<file path="src/rtl/shift_add_multiplier.sv">
// shift_add_multiplier: sequential unsigned N x N -> 2N multiplier using shift-and-add.
// One Moore FSM (IDLE, LOAD, ADD, SHIFT, DONE) sequences a datapath made of
// multiplicand M, accumulator A (N+1 bits, top bit holds the add carry),
// multiplier/low-product Q and an iteration counter. The product is {A[N-1:0], Q}.
module shift_add_multiplier #(
   parameter int N = 8
) (
   input  logic           clk,
   input  logic           rst,
   input  logic           start,
   input  logic [N-1:0]   a,
   input  logic [N-1:0]   b,
   output logic           busy,
   output logic           done,
   output logic [2*N-1:0] product
);

   localparam int CW = $clog2(N) + 1;
   localparam logic [CW-1:0] LAST_COUNT = CW'(N - 1);

   typedef enum logic [2:0] {
      IDLE,
      LOAD,
      ADD,
      SHIFT,
      DONE
   } state_t;

   state_t          state;
   state_t          state_next;
   logic [N-1:0]    m_reg;
   logic [N:0]      acc;
   logic [N-1:0]    q_reg;
   logic [CW-1:0]   count;

   // State register; reset abandons any operation in flight without a done pulse.
   always_ff @(posedge clk) begin
      if (rst) begin
         state <= IDLE;
      end else begin
         state <= state_next;
      end
   end

   // Next-state and Moore output decode; start is only looked at in IDLE.
   always_comb begin
      state_next = state;
      busy       = 1'b0;
      done       = 1'b0;
      case (state)
         IDLE: begin
            if (start) begin
               state_next = LOAD;
            end
         end
         LOAD: begin
            busy       = 1'b1;
            state_next = ADD;
         end
         ADD: begin
            busy       = 1'b1;
            state_next = SHIFT;
         end
         SHIFT: begin
            busy = 1'b1;
            if (count == LAST_COUNT) begin
               state_next = DONE;
            end else begin
               state_next = ADD;
            end
         end
         DONE: begin
            done       = 1'b1;
            state_next = IDLE;
         end
         default: begin
            state_next = IDLE;
         end
      endcase
   end

   // Datapath: operands are captured only in LOAD, so the product holds through IDLE/DONE.
   always_ff @(posedge clk) begin
      if (rst) begin
         m_reg <= '0;
         acc   <= '0;
         q_reg <= '0;
         count <= '0;
      end else begin
         case (state)
            LOAD: begin
               m_reg <= a;
               q_reg <= b;
               acc   <= '0;
               count <= '0;
            end
            ADD: begin
               if (q_reg[0]) begin
                  acc <= {1'b0, acc[N-1:0]} + {1'b0, m_reg};
               end
            end
            SHIFT: begin
               acc   <= {1'b0, acc[N:1]};
               q_reg <= {acc[0], q_reg[N-1:1]};
               count <= count + 1'b1;
            end
            default: begin
            end
         endcase
      end
   end

   assign product = {acc[N-1:0], q_reg};

endmodule

</file>
<file path="config.mk">
export PLATFORM = sky130hd
export DESIGN_NAME = shift_add_multiplier
export DESIGN_NICKNAME = d
export VERILOG_FILES = /design/src/rtl/shift_add_multiplier.sv
export SDC_FILE = /design/constraint.sdc
export NUM_CORES = 1
export LEC_CHECK = 0
export ABC_CLOCK_PERIOD_IN_PS = 2550
export CORE_MARGIN = 2
export CORE_UTILIZATION = 25
export CTS_CLUSTER_DIAMETER = 40
export DETAILED_ROUTE_END_ITERATION = 10
export HOLD_SLACK_MARGIN = 0.06
export PLACE_DENSITY = 0.44
export RECOVER_POWER = 50
export SYNTH_ARGS = -nofsm -noshare
export SYNTH_HDL_FRONTEND = slang
export SYNTH_SLANG_ARGS = --single-unit
export TNS_END_PERCENT = 100
</file>
<file path="constraint.sdc">
create_clock -name clk -period 2.55 [get_ports clk]
set_input_delay 0.255 -clock clk [delete_from_list [all_inputs] [get_ports clk]]
set_output_delay 0.255 -clock clk [all_outputs]
set_load 0.03 [all_outputs]
</file>
==> qor.txt <==
status -> complete, no violations
syn_area_per_cell -> 8.36 um2
first-pass GRT wire length -> 7330 um
CP bufs+invs -> 2
pin count of the biggest net entering global routing -> 21
Cell Rows -> 31
hpwl dp -> 3380 um
cell-internal power -> 0.000824 W
Max Slew Vio Count -> 0
Core Util, Final -> 32.2%
Final Hold Viols -> 0
startpoint types -> flop
hold_sp -> count[1]$_SDFFE_PP0P_
highest-delay cell along the critical path -> clkbuf_1
Routed WL per cell -> 13.1 um
DIE AREA -> 8090 um2
DRT Pass-1 Iters -> 5
DRC -> 0
Switch Pwr -> 0.000371 W
Tightest Pin Transition -> 0.834 ns
Syn Std Cell Area -> 1850 um2
Clock power frac -> 32.6%
Setup crit start -> state[0]$_SDFFE_PP0P_
# H-tree levels -> 2
Synth area leaders -> dfxtp_1, a21oi_1, ha_1, nor2_1, mux2i_1
CP Class -> reg -> reg
biggest cell delay along the critical path -> 0.61 ns
Reg clk slew, reported paths -> 0.07 ns
Via density -> 4.55
number of distinct library cells after synthesis -> 43
NumNets Final -> 277
final setup violation count -> 0
Synth Register Bits -> 32
via count -> 1,582
root buf cell -> clkbuf_8
GP Congestion -> 0.773
grt ovf -> 0
CTS tree -> done
Leak Pwr -> 0.838 nW
Slew headroom -> 44.2%
core area -> 7210 um2
CP Cell Sequence -> clkbuf_1, nor2b_1, clkbuf_2, nand2_1, nor2_1, a21oi_1, nor2_1
FMAX -> 481 MHz
worst-case clock buffer depth -> 2
Required @ worst endpoint -> 2.77 ns
Finished Layout Cells -> 348
Worst EP arrival -> 2.30 ns
Post-Syn Nets -> 250
register area share after synthesis -> 34.7%
crit-path most repeated cell -> nor2_1
overall routing resource usage -> 11.4%
Critical Path End Type -> flop
Vert. Die Dim -> 90.0 um
worst-path fanout max -> 19
Starting Density -> 25.6%
share of layout cells above drive strength 1 -> 8.43%
yosys warns -> 0
CTS Buf Count -> 5
Period minus WS final -> 2.08 ns
Initial DRC Count -> 86
switching part of the total -> 31.0%
Combinational Power Share -> 21.5%
top cell type's share of synthesized area -> 34.7%
initial antenna violation count -> 0
hold buffer count at CTS -> 0
Largest delay share family, worst path -> buffers and inverters
max-cap violations -> 0
antenna-violating nets left -> 0
# Post-CTS Setup Buffers -> 0
commonest non-fill, non-tap cell in the layout -> dfxtp_1
Async S/R FF share, synth -> 0%
Inserted Diodes -> 0
fin crit share -> 81.5%
area grow syn2layout -> 25.7%
vias in the first global route -> 1,478
wirelength, routed -> 4570 um
Post-synth EDFFs -> 0
Reg power frac -> 46.0%
# placed instances -> 340
Worst Hold Class -> reg -> reg
worst hold slack -> 0.480 ns
Worst VDD drop -> 129 uV
Layout fillers -> 827
cells resized by post-CTS repair -> 0
IO Pins -> 37
Critical R2R Launch -> state[0]$_SDFFE_PP0P_
I/O Buffers -> 36
Die Span X -> 90.0 um
Synth area leader -> dfxtp_1
Sink Count -> 32
post-synthesis cell count -> 221
insertion delay to the later sink of the worst-skew pair -> 0.28 ns
Pwr per Cell Area -> 515 nW/um2
most frequent cells in the layout -> dfxtp_1, clkdlybuf4s50_1, nor2_1, a21oi_1, nand2_1
ys flop type -> dfxtp_1
post-route clock skew -> 0.00696 ns
unrepaired setup endpoints after global routing -> false
max reg flops -> 9
setup TNS -> 0 ns
-- area by class of cell --
cell class | count | area, um2 | area share [%]
Multi-Input combinational cell | 164 | 1060 | 45.8
Sequential cell | 32 | 641 | 27.6
Clock buffer | 5 | 68.8 | 2.96
Clock inverter | 3 | 18.8 | 0.809
Inverter | 3 | 11.3 | 0.485
Tap cell | 99 | 124 | 5.34
Timing Repair Buffer | 42 | 395 | 17.0
-- worst min-delay path, stage by stage (launching register included) --
cell and delay [ns]:
dfxtp_1 0.33, nand2_1 0.06, a21oi_1 0.05
-- routing by layer --
metal | up-vias | share of wire (%) | GRT usage, %
met5 | - | 0 | 0
met4 | 0 | 0.92 | 3.85
met3 | 2 | 4.0 | 3.27
met2 | 30 | 45 | 17.0
met1 | 717 | 50 | 15.8
li1 | 833 | - | -
-- power groups by stage --
stage / logic (W) / registers, W / clock network [W]
2_1_floorplan: 0.000154 / 0.000575 / 0
3_3_place_gp: 0.000264 / 0.000562 / 0
3_5_place_dp: 0.000263 / 0.000562 / 0
4_1_cts: 0.000264 / 0.000551 / 0.000407
5_1_grt: 0.000280 / 0.000553 / 0.000430
6_report: 0.000257 / 0.000549 / 0.000389
-- cells by family (layout without fill, tap and decap cells) --
family	count (synthesis)	count (layout)	synth area share (%)
buffers and inverters	25	53	7.79
xor gates and xnor gates	3	3	1.42
AOI/OAI and AO/OA	65	65	23.4
adders and majority gates	10	10	7.18
DFF	32	32	34.7
and+or+nand+nor	76	76	20.1
muxes	10	10	5.42
-- synth_stat cells, types with 2 or more instances --
cell	count
a21oi_1	25
or2_1	2
nand3_1	5
a211oi_1	9
o41ai_2	2
o21ai_0	12
a311oi_1	2
xor2_1	2
o21a_1	2
nor3_1	4
nand4b_1	2
inv_1	3
nor4_1	2
ha_1	9
nand2b_1	2
a22oi_1	2
a21o_1	2
nor2b_1	2
dfxtp_1	32
nand2_1	18
buf_4	9
buf_2	7
nand3b_1	4
mux2i_1	10
nor2_1	30
clkbuf_1	5
-- stage by stage --
stage | worst slack [ns] | total power (W) | area, um2
after detailed placement | 0.598 | 0.000825 | 2240
after CTS | 0.580 | 0.00122 | 2330
after global placement | 0.659 | 0.000826 | 2240
after floorplan | 0.749 | 0.000728 | 1850
after global routing | 0.371 | 0.00126 | 2320
final | 0.471 | 0.00120 | 2320
-- final timing paths --
kind                           end  slack [ns]  cells past startpoint
max          count[0]$_SDFFE_PP0P_        0.47                      7
min          count[1]$_SDFFE_PP0P_        0.48                      2
max reg2reg  count[0]$_SDFFE_PP0P_        0.47                      7
min reg2reg  count[1]$_SDFFE_PP0P_        0.48                      2
(Power assumes the default switching activity.)
